### src/rtl/onchip_mem_stream_writer_if.sv
`default_nettype none
// ============================================================================
// Module      : onchip_mem_stream_writer_if
// Description : Bundles the 8-bit valid/ready byte stream and the Avalon-style
//               RAM write port used by onchip_mem_stream_writer.
//               slave  : the writer block (sinks the stream, drives the RAM).
//               master : the environment (sources the stream, observes RAM).
//               Stream : in_data[7:0], in_valid, in_last, in_ready
//               RAM    : mem_address, mem_byteenable, mem_chipselect,
//                        mem_write, mem_writedata, mem_clken
// Revision    : 1.0 - initial release
// ============================================================================
interface onchip_mem_stream_writer_if #(
    parameter int ADDR_W = 14
) ();
    logic [7:0]        in_data;
    logic              in_valid;
    logic              in_last;
    logic              in_ready;

    logic [ADDR_W-1:0] mem_address;
    logic [3:0]        mem_byteenable;
    logic              mem_chipselect;
    logic              mem_write;
    logic [31:0]       mem_writedata;
    logic              mem_clken;

    modport slave (
        input  in_data, in_valid, in_last,
        output in_ready,
        output mem_address, mem_byteenable, mem_chipselect,
        output mem_write, mem_writedata, mem_clken
    );

    modport master (
        output in_data, in_valid, in_last,
        input  in_ready,
        input  mem_address, mem_byteenable, mem_chipselect,
        input  mem_write, mem_writedata, mem_clken
    );
endinterface
`default_nettype wire

### src/rtl/onchip_mem_stream_writer.sv
`default_nettype none
// ============================================================================
// Module      : onchip_mem_stream_writer
// Description : Packs an 8-bit byte stream little-endian into 32-bit words and
//               writes them, one cycle per word, into a DEPTH x 32 on-chip RAM
//               starting at base_addr. Stops on num_bytes, in_last, or the end
//               of the RAM (flagged as overflow, no wrap).
// Ports       : clk, reset (sync, active-high)
//               start, base_addr, num_bytes  - transfer request (IDLE only)
//               bus (slave modport)          - byte stream in, RAM port out
//               busy, done, overflow         - status
//               words_written                - words of current/last transfer
// Build macro : STREAM_WR_ZERO_PAD_EN - when defined, the final partial word
//               is written with all four byte lanes enabled (unused lanes 0).
// Revision    : 1.0 - initial release
// ============================================================================
module onchip_mem_stream_writer #(
    parameter int ADDR_W = 14,
    parameter int DEPTH  = 10240,
    parameter int LEN_W  = 16
) (
    input  wire logic              clk,
    input  wire logic              reset,
    input  wire logic              start,
    input  wire logic [ADDR_W-1:0] base_addr,
    input  wire logic [LEN_W-1:0]  num_bytes,
    onchip_mem_stream_writer_if.slave bus,
    output logic                   busy,
    output logic                   done,
    output logic                   overflow,
    output logic [ADDR_W:0]        words_written
);

    localparam logic [1:0] S_IDLE  = 2'd0;
    localparam logic [1:0] S_FILL  = 2'd1;
    localparam logic [1:0] S_WRITE = 2'd2;
    localparam logic [1:0] S_DONE  = 2'd3;

    localparam logic [ADDR_W:0]   c_depth     = (ADDR_W+1)'(DEPTH);
    localparam logic [ADDR_W-1:0] c_last_addr = ADDR_W'(DEPTH - 1);

    logic [1:0]        r_state;
    logic [1:0]        w_next;

    logic [ADDR_W-1:0] r_addr;
    logic [LEN_W-1:0]  r_len;
    logic [LEN_W-1:0]  r_count;
    logic [1:0]        r_lane;
    logic [31:0]       r_data;
    logic [3:0]        r_be;
    logic              r_fin;       // the word in flight is the last of the transfer
    logic              r_overflow;
    logic [ADDR_W:0]   r_words;

    logic              w_bad_base;
    logic              w_xfer;
    logic              w_count_hit;
    logic              w_word_end;
    logic [3:0]        w_be_wr;

    assign w_bad_base  = {1'b0, base_addr} >= c_depth;
    assign w_xfer      = (r_state == S_FILL) && bus.in_valid;
    assign w_count_hit = (r_count + LEN_W'(1)) == r_len;
    assign w_word_end  = (r_lane == 2'd3) || w_count_hit || bus.in_last;

`ifdef STREAM_WR_ZERO_PAD_EN
    // Unused lanes already hold 0, so enabling them all pads the tail word.
    assign w_be_wr = 4'hF;
`else
    assign w_be_wr = r_be;
`endif

    // ------------------------------------------------------------------ state
    always_ff @(posedge clk) begin
        if (reset) begin
            r_state <= S_IDLE;
        end else begin
            r_state <= w_next;
        end
    end

    // ------------------------------------------------------------- next state
    always_comb begin
        w_next = r_state;
        case (r_state)
            S_IDLE: begin
                if (start) begin
                    if (w_bad_base || (num_bytes == '0)) begin
                        w_next = S_DONE;
                    end else begin
                        w_next = S_FILL;
                    end
                end
            end
            S_FILL: begin
                if (w_xfer && w_word_end) begin
                    w_next = S_WRITE;
                end
            end
            S_WRITE: begin
                if (r_fin || (r_addr == c_last_addr)) begin
                    w_next = S_DONE;
                end else begin
                    w_next = S_FILL;
                end
            end
            default: begin
                w_next = S_IDLE;
            end
        endcase
    end

    // ---------------------------------------------------------------- outputs
    always_comb begin
        bus.in_ready       = 1'b0;
        bus.mem_chipselect = 1'b0;
        bus.mem_write      = 1'b0;
        bus.mem_byteenable = 4'h0;
        busy               = 1'b0;
        done               = 1'b0;
        case (r_state)
            S_FILL: begin
                bus.in_ready = 1'b1;
                busy         = 1'b1;
            end
            S_WRITE: begin
                bus.mem_chipselect = 1'b1;
                bus.mem_write      = 1'b1;
                bus.mem_byteenable = w_be_wr;
                busy               = 1'b1;
            end
            S_DONE: begin
                busy = 1'b1;
                done = 1'b1;
            end
            default: begin
            end
        endcase
    end

    assign bus.mem_address   = r_addr;
    assign bus.mem_writedata = r_data;
    assign bus.mem_clken     = 1'b1;
    assign overflow          = r_overflow;
    assign words_written     = r_words;

    // --------------------------------------------------------------- datapath
    always_ff @(posedge clk) begin
        if (reset) begin
            r_addr     <= '0;
            r_len      <= '0;
            r_count    <= '0;
            r_lane     <= 2'd0;
            r_data     <= 32'h0;
            r_be       <= 4'h0;
            r_fin      <= 1'b0;
            r_overflow <= 1'b0;
            r_words    <= '0;
        end else begin
            case (r_state)
                S_IDLE: begin
                    if (start) begin
                        r_addr     <= base_addr;
                        r_len      <= num_bytes;
                        r_count    <= '0;
                        r_lane     <= 2'd0;
                        r_data     <= 32'h0;
                        r_be       <= 4'h0;
                        r_fin      <= 1'b0;
                        r_overflow <= w_bad_base;
                        r_words    <= '0;
                    end
                end
                S_FILL: begin
                    if (w_xfer) begin
                        r_data[8*r_lane +: 8] <= bus.in_data;
                        r_be[r_lane]          <= 1'b1;
                        r_lane                <= r_lane + 2'd1;
                        r_count               <= r_count + LEN_W'(1);
                        if (w_count_hit || bus.in_last) begin
                            r_fin <= 1'b1;
                        end
                    end
                end
                S_WRITE: begin
                    r_words <= r_words + (ADDR_W+1)'(1);
                    r_lane  <= 2'd0;
                    r_data  <= 32'h0;
                    r_be    <= 4'h0;
                    if (!r_fin) begin
                        if (r_addr == c_last_addr) begin
                            r_overflow <= 1'b1;
                        end else begin
                            r_addr <= r_addr + ADDR_W'(1);
                        end
                    end
                end
                default: begin
                end
            endcase
        end
    end

endmodule
`default_nettype wire

### src/flat_wrapper.sv
// flat-port wrapper written by rule: the top's interface ports become plain ports
module onchip_mem_stream_writer_flat 
#(
    parameter int ADDR_W = 14,
    parameter int DEPTH  = 10240,
    parameter int LEN_W  = 16
)
  (clk, reset, start, base_addr, num_bytes, busy, done, overflow, words_written, bus_in_data, bus_in_valid, bus_in_last, bus_in_ready, bus_mem_address, bus_mem_byteenable, bus_mem_chipselect, bus_mem_write, bus_mem_writedata, bus_mem_clken);
  onchip_mem_stream_writer_if #(.ADDR_W(ADDR_W)) bus_i ();
  input  wire logic clk;
  input  wire logic reset;
  input  wire logic start;
  input  wire logic [ADDR_W-1:0] base_addr;
  input  wire logic [LEN_W-1:0] num_bytes;
  output logic busy;
  output logic done;
  output logic overflow;
  output logic [ADDR_W:0] words_written;
  input wire logic [$bits(bus_i.in_data)-1:0] bus_in_data;
  input wire logic [$bits(bus_i.in_valid)-1:0] bus_in_valid;
  input wire logic [$bits(bus_i.in_last)-1:0] bus_in_last;
  output wire logic [$bits(bus_i.in_ready)-1:0] bus_in_ready;
  output wire logic [$bits(bus_i.mem_address)-1:0] bus_mem_address;
  output wire logic [$bits(bus_i.mem_byteenable)-1:0] bus_mem_byteenable;
  output wire logic [$bits(bus_i.mem_chipselect)-1:0] bus_mem_chipselect;
  output wire logic [$bits(bus_i.mem_write)-1:0] bus_mem_write;
  output wire logic [$bits(bus_i.mem_writedata)-1:0] bus_mem_writedata;
  output wire logic [$bits(bus_i.mem_clken)-1:0] bus_mem_clken;
  assign bus_i.in_data = bus_in_data;
  assign bus_i.in_valid = bus_in_valid;
  assign bus_i.in_last = bus_in_last;
  assign bus_in_ready = bus_i.in_ready;
  assign bus_mem_address = bus_i.mem_address;
  assign bus_mem_byteenable = bus_i.mem_byteenable;
  assign bus_mem_chipselect = bus_i.mem_chipselect;
  assign bus_mem_write = bus_i.mem_write;
  assign bus_mem_writedata = bus_i.mem_writedata;
  assign bus_mem_clken = bus_i.mem_clken;
  onchip_mem_stream_writer #(.ADDR_W(ADDR_W), .DEPTH(DEPTH), .LEN_W(LEN_W)) u_core (.clk(clk), .reset(reset), .start(start), .base_addr(base_addr), .num_bytes(num_bytes), .bus(bus_i), .busy(busy), .done(done), .overflow(overflow), .words_written(words_written));
endmodule
### config.mk
export PLATFORM = sky130hd
export DESIGN_NAME = onchip_mem_stream_writer_flat
export DESIGN_NICKNAME = d
export VERILOG_FILES = /design/src/rtl/onchip_mem_stream_writer_if.sv /design/src/rtl/onchip_mem_stream_writer.sv /design/src/flat_wrapper.sv
export SDC_FILE = /design/constraint.sdc
export NUM_CORES = 1
export LEC_CHECK = 0
export ABC_CLOCK_PERIOD_IN_PS = 2600
export CAP_MARGIN = 20
export CORE_UTILIZATION = 35
export DETAILED_ROUTE_END_ITERATION = 6
export PLACE_DENSITY = 0.69
export SETUP_SLACK_MARGIN = 0.3
export SLEW_MARGIN = 20
export SYNTH_ARGS = -nofsm -noshare
export SYNTH_HDL_FRONTEND = slang
export SYNTH_SLANG_ARGS = --single-unit
export TNS_END_PERCENT = 5
### constraint.sdc
create_clock -name clk -period 2.6 [get_ports clk]
set_input_delay 0.39 -clock clk [delete_from_list [all_inputs] [get_ports clk]]
set_output_delay 0.39 -clock clk [all_outputs]
set_load 0.05 [all_outputs]
==> results of run 1 <==
## how the worst min path moves through the flow
stage	cells after the start	startpoint	end
floorplan	2	u_core.r_len[12]	u_core.r_len[12]
global placement	2	u_core.bus.mem_writedata[4]	u_core.bus.mem_writedata[4]
detailed placement	2	u_core.bus.mem_writedata[29]	u_core.bus.mem_writedata[29]
CTS	2	u_core.bus.mem_writedata[4]	u_core.bus.mem_writedata[4]
global route	2	u_core.bus.mem_writedata[29]	u_core.bus.mem_writedata[29]
finish	2	u_core.bus.mem_writedata[4]	u_core.bus.mem_writedata[4]
## flip-flops by register name, summed over array words and instances, names as in the netlist
register                  count
u_core.bus.mem_writedata     32
u_core.r_state                2
u_core.r_len                 16
u_core.r_count               16
u_core.bus.mem_address       14
u_core.r_fin                  1
u_core.r_lane                 2
u_core.r_be                   4
u_core.overflow               1
u_core.words_written         15
## power groups by stage
stage                     logic [mW]  clock network, mW  registers [mW]
after floorplan                0.521                  0            1.89
after global placement         0.985                  0            1.78
after detailed placement       0.986                  0            1.78
after CTS                      0.989               1.32            1.74
after global routing            1.08               1.39            1.76
final                          0.992               1.29            1.74
## metal layers
layer	vias to the layer above	global-route usage [%]
li1	2649	-
met1	2437	27.82
met2	159	27.87
met3	17	4.762
met4	0	9.003
met5	-	0
## critical path, cell delays in order (launching register included)
cell       delay [ns]
dfxtp_1          0.54
and4_4           0.33
nand2_2          0.08
or4_4            0.53
a311oi_2         0.25
a41oi_1          0.19
o2bb2ai_1        0.18
## cell type report
class	instances	area [µm²]	share of cell area (%)
clock buffer	11	232.7	3.410
multi-input combinational	525	2957	43.32
inverter	8	30.03	0.4400
tap	184	230.2	3.373
sequential	103	2069	30.32
timing repair buffer	133	1262	18.50
clock inverter	5	43.79	0.6416
## per-stage QoR
step | instance area (µm²) | total power, mW | util (%) | hold slack (ns)
after floorplan | 5225 | 2.410 | - | 0.4447
after global placement | 6533 | 2.761 | 44.95 | 0.4391
after detailed placement | 6533 | 2.765 | 44.95 | 0.4454
after CTS | 6808 | 4.051 | 46.84 | 0.4524
after global routing | 6825 | 4.228 | 46.96 | 0.4784
final | 6825 | 4.026 | 46.96 | 0.4512
## cells by family after synthesis
logic type,count (synthesis)
adder cells (fa/ha/maj),7
buffers and inverters,51
flip-flops,103
multiplexers,2
AO/OA/AOI/OAI,185
AND/OR/NAND/NOR,313
XOR/XNOR,17
other,1
## cell usage in the layout, fill, tap and decap left out, types with 3 or more instances in the layout
| cell type | instances |
|---|---|
| nand2_1 | 107 |
| a21oi_1 | 76 |
| nand3_1 | 40 |
| nand3b_1 | 3 |
| nor2b_1 | 3 |
| o21a_1 | 6 |
| and3_1 | 7 |
| nor4_1 | 12 |
| o21ai_1 | 5 |
| buf_4 | 27 |
| a22o_1 | 3 |
| clkdlybuf4s50_1 | 105 |
| dfxtp_2 | 6 |
| clkbuf_16 | 9 |
| a22oi_1 | 20 |
| xnor2_1 | 8 |
| a311oi_1 | 8 |
| inv_1 | 7 |
| o21ai_0 | 30 |
| nor2_1 | 76 |
| ha_1 | 6 |
| a31oi_1 | 8 |
| a211oi_1 | 7 |
| and2_1 | 9 |
| nand4_1 | 12 |
| and4_1 | 4 |
| dfxtp_1 | 97 |
| xor2_1 | 8 |
| o31ai_1 | 7 |
| nand2b_1 | 5 |
| or3_1 | 5 |
| nor3_1 | 9 |
==> key figures, run 1 <==
Drt
  – Drt pass-1 iters: 5
  – Antenna Violating Nets Remaining: 0
  – Via density: roughly 5.4
  – Post-Route WL: 14940 µm
  – Vias: 5262
  – Avg WL per Cell: around 15 µm
  – Drt drc: 0
  – M1 WL: roughly 7300 µm
  – Iter 0 DRT Violations: between 300 and 400
  – Met2 routed WL: between 6000 and 7000 µm
  – Met3 WL: roughly 1100 µm
  – Uppermost layer routed: met4

Global route
  – Initial antenna violation count: 0
  – Overall Global Routing Usage: 19.67%
  – First-pass GRT wire length: 23580 µm
  – Largest net degree at the start of global routing: 50
  – Total congestion overflow: 0
  – Vias in the first global route: roughly 4700

Pwr
  – Power per Cell Area: between 500 and 600 nW/µm²
  – Sw Share: about a third
  – Net Switching: about 1.4 mW
  – Clock power share: between 30% and 40%
  – Seq pwr share: between 40% and 50%
  – P_leak: between 2 and 2.5 nW
  – Peak VDD IR: 0.0003716 V
  – Cell Int Power: 2.658 mW
  – Part of the power in combinational logic: between 20% and 30%

Timing
  – Fin. Hold Viols: 0
  – Post-Route Setup TNS: 0 ns
  – RSZ-0062 raised after global routing: true
  – Max Clk Rate: ~450 MHz
  – Final period util: 85.31%
  – Post-Route Skew: a little under 0.009 ns
  – Max-slew violations: 0
  – Least-Margin Pin Slew: between 0.6 and 0.7 ns
  – Max_slew headroom: a little over half
  – Setup violations, final: 0
  – Setup WS post-layout: around 0.38 ns
  – Crit path time final: roughly 2.2 ns

Critical path
  – FF-to-FF Start: u_core.r_count[6]
  – Launch point of the worst path: u_core.r_count[6]
  – Startpoint Class: flop
  – Worst R2R End: u_core.r_state[0]
  – CP Capture Point: u_core.r_state[0]
  – R2r setup slk: around 0.38 ns
  – Cells on worst reg2reg path: 6
  – Worst EP required: roughly 2.8 ns
  – CP max FO: 8
  – CP Data Arrival Time: around 2.4 ns
  – Critical Setup Path Class: flop to flop
  – Crit end category: flop

Place
  – Final HPWL from detailed placement: 10460 µm
  – Placed cell count: 953
  – Number of port buffers: roughly 110
  – DP Worst Slack: 0.3152 ns
  – Final Wtd Congestion: slightly below 0.9

Synth
  – Cell taking the most area after synthesis: dfxtp_1
  – Synth Area in Compound Gates: between 20 and 25%
  – Synth top cells by count: nand2_1 (107), dfxtp_1 (103), a21oi_1 (76), nor2_1 (76), nand3_1 (40)
  – Adder-Cell Fraction of Synth Area: 1.677%
  – Flops & latches, synth: slightly above 100
  – Asr flop ratio synth: 0%
  – Synth Area per Inst: between 7 and 8 µm²
  – Synth top area cells: dfxtp_1 (39%), nand2_1 (7.7%), a21oi_1 (7.3%), nor2_1 (5.5%), nand3_1 (3.8%)
  – Post-synthesis xor/xnor area fraction: under 10%
  – Number of flops mapped to enable cells by yosys: 0
  – Synth warnings: 0
  – Seq/Total Area, Yosys: 39.48%
  – Count leader, synth: nand2_1
  – Distinct cells, synth: between 60 and 70
  – Synthesized area: around 5200 µm²
  – Synth Area in Simple Gates: just under 30%
  – Post-synthesis mux area share: less than 1%
  – Cells after Synth: roughly 680
  – Largest family of logic cells by synthesized area: simple AND/OR/NAND/NOR gates
  – Synth Flop Type: dfxtp_1
  – Post-synth top area share: 39.48%
  – Synthesized net count: between 700 and 800

CTS
  – Root Driver: clkbuf_16
  – Post-CTS Hold Buffers: 0
  – Number of post-CTS setup repair buffers: 0
  – CTS tree: done
  – Reg clk slew, reported paths: roughly 0.070 ns
  – CTS max path bufs: 2
  – Clk_lat worst skew: around 0.36 ns
  – Clock Sinks: 103
  – H-tree levels: 3
  – Resize count post-CTS: 1
  – CTS buffer count: 9

Floorplan
  – Site row count: between 40 and 50
  – Die ar.: between 15000 and 20000 µm²
  – Core area: around 15000 µm²
  – Initial core utilization: 35.93%
  – Die X-Extent: 124.2 µm
  – Die span in y: 124.2 µm
  – IO Pins: 115

Layout
  – Nets: slightly above 800
  – Cell Count, Final, Fillers Out: 969
  – Fillers: between 1000 and 1500
  – Antenna Cells: 0
  – Share of cells above drive strength 1: under 10%
  – Area Overhead vs Synth: 30.69%

Run status
  – Outcome: finished clean

Min path
  – Hold Path Class: flop to flop

Flow run
  – Max Cap Violations: 0
Note: power is estimated with default switching activity, not from simulation.
==> run 2, diff against run 1 <==
ABC_AREA = 1   (was unset)
ABC_CLOCK_PERIOD_IN_PS = 1800   (was 2600)
CTS_CLUSTER_SIZE = 25   (was unset)
PLACE_DENSITY = 0.71   (was 0.69)
clock period = 1.8 ns   (was 2.6 ns; I/O delays follow)
==> run 2 against run 1 <==
The flow now finishes with violations (setup timing). Largest power group unchanged. Combinational power up 100%. Synthesized area unchanged. Routed wire length up 4.3%. Worst setup slack worse by 0.42 ns. Clock skew down 0.0017 ns. Synthesized cell count up 14%. Die area unchanged. Register-to-register slack worse by 0.42 ns. Clock power up 52%. Sequential share of layout area down 3.6 points. Flip-flop and latch count unchanged. Critical path depth up 7.
==> key figures, run 2 <==
Synth
  – Distinct cells, synth: 44
  – Cells after Synth: ~780
  – Synth top area cells: dfxtp_1 (39%), nand2_1 (14%), a21oi_1 (7.4%), nor2_1 (6.5%), o21ai_0 (5.8%)
  – Cell taking the most area after synthesis: dfxtp_1
  – Synth warnings: 0
  – Synthesized net count: slightly above 800
  – Post-synth top area share: between 30 and 40%
  – Number of flops mapped to enable cells by yosys: 0
  – Synth Flop Type: dfxtp_1
  – Asr flop ratio synth: 0%
  – Seq/Total Area, Yosys: between 30% and 40%
  – Count leader, synth: nand2_1
  – Synth top cells by count: nand2_1 (191), dfxtp_1 (103), nor2_1 (91), a21oi_1 (77), inv_1 (72)
  – Flops & latches, synth: ~100
  – Synth Area per Inst: 6.739 µm²
  – Synthesized area: 5223 µm²

Critical path
  – Startpoint Class: flop
  – CP max FO: 6
  – Worst EP required: approximately 2.0 ns
  – Crit end category: flop
  – CP Data Arrival Time: 2.09 ns
  – Critical Setup Path Class: flop to flop
  – Biggest cell delay along the critical path: around 0.37 ns
  – Worst path slowest cell: dfxtp_4
  – Crit path top cell by count: nand3_2
  – Worst path cell trace: ha_4, nand2_2, nor2_4, buf_4, nand3_1, xor3_1, nand2_1, nor2_2, nand3_2, nand3_2, nand3_2, nand2_1, nor2_1

Place
  – Number of port buffers: between 100 and 150
  – Placed Area: between 7000 and 8000 µm²
  – Final HPWL from detailed placement: between 10000 and 15000 µm
  – DP Worst Slack: -0.1562 ns
  – Final Wtd Congestion: between 0.8 and 0.9

CTS
  – CTS tree: done
  – H-tree levels: 3
  – Post-CTS Hold Buffers: 0
  – CTS buffer count: 9
  – Clock Sinks: 103
  – Clk_lat worst skew: around 0.36 ns
  – Reg clk slew, reported paths: 0.08 ns
  – Root Driver: clkbuf_16
  – CTS max path bufs: 2

Run status
  – Violated checks: setup timing
  – Outcome: finished, violations left

Timing
  – Post-Route Setup TNS: -0.1322 ns
  – Fin. Hold Viols: 0
  – Max Clk Rate: approximately 540 MHz
  – Final period util: 102.4%
  – Setup violations, final: 7
  – Post-Route Skew: slightly above 0.007 ns
  – Setup WS post-layout: -0.04265 ns
  – RSZ-0062 raised after global routing: true
  – Max-slew violations: 0
  – Crit path time final: approximately 1.8 ns

Layout
  – Max reg flops: 32
  – Nets: a little over 1000
  – Area Overhead vs Synth: 50.62%
  – Commonest cells after routing, fill and taps aside: nand2_1 (176), buf_4 (106), dfxtp_1 (86)
  – Commonest non-fill, non-tap cell in the layout: nand2_1
  – Post-route cell area: a little under 8000 µm²
  – Antenna Cells: 0
  – Share of cells above drive strength 1: a little under a third
  – Final Core Density: a little over half

Global route
  – Overall Global Routing Usage: 20.40%
  – Total congestion overflow: 0
  – First-pass GRT wire length: about 25000 µm
  – Vias in the first global route: about 5200
  – Initial antenna violation count: 0
  – Largest net degree at the start of global routing: 33

Drt
  – Drt pass-1 iters: 5
  – Iter 0 DRT Violations: between 300 and 400
  – Post-Route WL: approximately 16000 µm
  – Avg WL per Cell: 13.55 µm
  – Antenna Violating Nets Remaining: 0
  – Via density: between 4 and 5
  – Drt drc: 0
  – Vias: 5733

Floorplan
  – Die X-Extent: around 120 µm
  – Core area: 14530 µm²
  – IO Pins: roughly 120
  – Die span in y: 124.2 µm
  – Initial core utilization: between 30% and 40%
  – Die ar.: about 15000 µm²
  – Site row count: 44

Pwr
  – Peak VDD IR: around 0.00068 V
  – Power per Cell Area: 841.0 nW/µm²
  – P_leak: between 3 and 4 nW

Min path
  – Hold Path Class: input port to flop

Flow run
  – Max Cap Violations: 0
run 2: cell types whose count changed in the layout (fill, tap and decap cells not counted), moves of 16 or more:
| cell | change |
|---|---|
| buf_4 | +79 |
| nand2_1 | +69 |
| clkdlybuf4s50_1 | -64 |
| inv_1 | +64 |
| o21ai_0 | +19 |
| a22oi_1 | -18 |
| clkbuf_2 | +17 |
| nor2_2 | +16 |
run 2: cell type report:
cell class | count | area [µm²]
sequential | 103 | 2106
tap | 184 | 230.2
multi-input combinational | 565 | 3114
timing repair buffer | 203 | 1828
clock buffer | 9 | 225.2
inverter | 79 | 296.5
clock inverter | 7 | 66.31
fill | 1404 | 6668
run 2: metrics by stage:
| step | hold slack (ns) | cells | power, mW |
|---|---|---|---|
| global route | 0.3703 | 1150 | 6.920 |
| floorplan | 0.4107 | 775 | 3.863 |
| detailed placement | 0.4346 | 1121 | 4.659 |
| CTS | 0.3407 | 1146 | 6.629 |
| global placement | 0.4309 | 1121 | 4.641 |
| finish | 0.3440 | 1150 | 6.616 |
run 2: metal layers:
metal	part of all wire (%)	GRT usage [%]	routed length, µm	vias up
li1	-	-	-	2909
met1	45	25.46	7013	2662
met4	1.5	7.664	230	0
met5	0	0	0	-
met2	49	34.32	7603	145
met3	4.7	4.258	733	17
run 2: worst max-delay path, delay by kind of cell, from the launching register on:
family,cells,cell delay (ns)
flops,1,0.37
xor+xnor,1,0.20
simple gates,10,0.90
fa+ha+maj,1,0.15
buf+inv,1,0.13
run 2: logic make-up after synthesis:
| group | after synthesis | synth area share (%) |
|---|---|---|
| compound gates | 168 | 17.51 |
| fa+ha+maj | 7 | 1.677 |
| simple gates | 379 | 31.19 |
| other cells | 1 | 0.07180 |
| flops | 103 | 39.48 |
| buf+inv | 107 | 8.098 |
| xor+xnor | 10 | 1.965 |
run 2: worst paths after layout:
kind,cells past startpoint,startpoint,slack (ns),end
max,13,u_core.r_count[1],-0.04,u_core.r_state[0]
min reg2reg,2,u_core.bus.mem_writedata[10],0.46,u_core.bus.mem_writedata[10]
max reg2reg,13,u_core.r_count[1],-0.04,u_core.r_state[0]
min,3,reset,0.34,u_core.bus.mem_writedata[21]
run 2: where the power goes:
group	internal, mW	switching (mW)
combinational	0.753	1.28
sequential	2.46	0.165
clock	0.972	0.986
total	4.19	2.43
run 2: repair_timing:
action / CTS / global route
gates cloned: 0 / 0
setup buffers: 9 / 4
gates resized for setup: 160 / 53
endpoints found under the setup margin: 115 / 119
pin swaps: 37 / 16
==> run 3, diff against run 2 <==
==> constraint.sdc (replaced) <==
create_clock -name clk -period 1.8 [get_ports clk]
set_input_delay 0.27 -clock clk [delete_from_list [all_inputs] [get_ports clk]]
set_output_delay 0.27 -clock clk [all_outputs]
set_load 0.1 [all_outputs]
==> run 3 against run 2 <==
Sequential share of layout area down 0.94 points. The flow still finishes with violations (setup timing). Worst setup slack improved by 0.033 ns. Worst hold slack better by 0.040 ns. Clock power about the same. First-iteration DRC count decreased by 17%. Critical path depth unchanged.
==> key figures, run 3 (synthesis results as in run 2) <==
CTS
  – Reg clk slew, reported paths: 0.08 ns
  – H-tree levels: 3
  – CTS max path bufs: 2
  – CTS tree: done
  – CTS buffer count: 9
  – Clock Sinks: between 100 and 150
  – Root Driver: clkbuf_16
  – Clk_lat worst skew: roughly 0.36 ns

Timing
  – Crit path time final: around 1.8 ns
  – Post-Route Skew: between 0.01 and 0.015 ns
  – Min Hold Slack: approximately 0.38 ns
  – Setup violations, final: 6
  – Post-Route Setup TNS: -0.04010 ns
  – Max Clk Rate: roughly 550 MHz
  – Fin. Hold Viols: 0
  – Setup WS post-layout: -0.009672 ns
  – Max-slew violations: 0
  – RSZ-0062 raised after global routing: true
  – Final period util: 100.5%

Floorplan
  – Die ar.: roughly 15000 µm²
  – Die span in y: 124.2 µm
  – Core area: 14530 µm²
  – Initial core utilization: 35.93%
  – Die X-Extent: about 120 µm
  – IO Pins: ~120
  – Site row count: between 40 and 50

Global route
  – Largest net degree at the start of global routing: 32
  – Overall Global Routing Usage: about a fifth
  – Grt met1 use: a little over a quarter
  – Vias in the first global route: about 5300
  – First-pass GRT wire length: 25390 µm
  – M2 GR Usage: approximately 36%
  – Initial antenna violation count: 0
  – GRT Max-Usage Layer: met2
  – Total congestion overflow: 0
  – Grt met3 use: approximately 5.9%

Drt
  – Post-Route WL: about 16000 µm
  – Antenna Violating Nets Remaining: 0
  – Vias: roughly 5600
  – Via density: 4.958
  – Iter 0 DRT Violations: approximately 290
  – Drt pass-1 iters: 5
  – Drt drc: 0
  – Avg WL per Cell: between 10 and 15 µm

Layout
  – Antenna Cells: 0
  – Commonest non-fill, non-tap cell in the layout: nand2_1
  – Final Core Density: ~56%
  – Commonest cells after routing, fill and taps aside: nand2_1 (169), buf_4 (103), dfxtp_1 (81)
  – Multi-input logic area: ~3300 µm²
  – Share of cells above drive strength 1: about a third
  – Flip-flop and latch area: between 2000 and 2500 µm²
  – Max reg flops: 32
  – Post-route cell area: 8195 µm²
  – Cell Count, Final, Fillers Out: 1137
  – Area Overhead vs Synth: 56.92%
  – Nets: between 900 and 1000
  – Fillers: between 1000 and 1500

Place
  – Final Wtd Congestion: approximately 0.85
  – Number of port buffers: between 100 and 150
  – DP Worst Slack: -0.1592 ns
  – Placed Area: slightly above 7000 µm²
  – Placed cell count: between 1000 and 1500
  – Final HPWL from detailed placement: ~11000 µm

Run status
  – Violated checks: setup timing
  – Outcome: finished, violations left

Critical path
  – Worst path slowest cell: dfxtp_4
  – Worst EP required: 2.04 ns
  – Crit end category: flop
  – Cells on worst reg2reg path: 13
  – Startpoint Class: flop
  – Critical Setup Path Class: flop to flop
  – Biggest cell delay along the critical path: ~0.36 ns
  – CP Data Arrival Time: between 2 and 2.5 ns
  – Worst path cell trace: ha_4, nand2_4, nor2_4, nand3_4, nor2_4, nand3_2, nor3_2, nand2_1, nand3_2, inv_4, buf_12, o21ai_2, a31oi_1
  – CP max FO: 18

Min path
  – Hold Path Class: input port to flop
  – Cell depth of the worst hold path: 3

Flow run
  – Max Cap Violations: 0

Pwr
  – P_leak: 3.355 nW
  – Total power: 7.366 mW
  – Power per Cell Area: 898.8 nW/µm²
  – Peak VDD IR: roughly 0.00069 V
[run 3: cell types whose count changed in the layout (fill, tap and decap cells not counted), sizes merged]
| cell | change |
|---|---|
| clkinvlp | -1 |
| inv | +1 |
| clkdlybuf4s15 | -16 |
| clkbuf | -17 |
| buf | +20 |
[run 3: report_power, final]
part           internal (mW)  switching [mW]
clock network          0.972           0.978
logic                  0.916            1.86
registers               2.47           0.168
total                   4.36            3.01
[run 3: worst max-delay path, delay by kind of cell, from the launching register on]
kind            cells  cell delay (ns)
compound gates      2             0.16
fa+ha+maj           1             0.15
buf+inv             2             0.21
flops               1             0.36
simple gates        8             0.83
[run 3: final timing paths]
check                                             startpoint                      endpoint  slack [ns]
worst max-delay path               u_core.bus.mem_address[1]     u_core.bus.mem_address[2]       -0.01
worst min-delay path                                   reset  u_core.bus.mem_writedata[22]        0.38
worst max register to register     u_core.bus.mem_address[1]     u_core.bus.mem_address[2]       -0.01
worst min register to register  u_core.bus.mem_writedata[13]  u_core.bus.mem_writedata[13]        0.47
[run 3: what timing repair did]
action	4_1_cts	5_1_grt
pin swaps	60	62
hold buffers	0	0
setup buffers	6	1
setup endpoints to repair	68	70
resized for setup	124	43
[run 3: area by class of cell]
type / instances / area share, %
Multi-Input combinational cell: 565 / 39.94
Inverter: 79 / 3.771
Tap cell: 184 / 2.809
Clock inverter: 7 / 0.7939
Clock buffer: 9 / 2.748
Sequential cell: 103 / 25.83
Timing Repair Buffer: 190 / 24.11
[run 3: routing by layer]
metal	wire (µm)	vias to the layer above
li1	-	2891
met1	7121	2620
met2	7698	118
met3	776	8
met4	136	0
met5	0	-
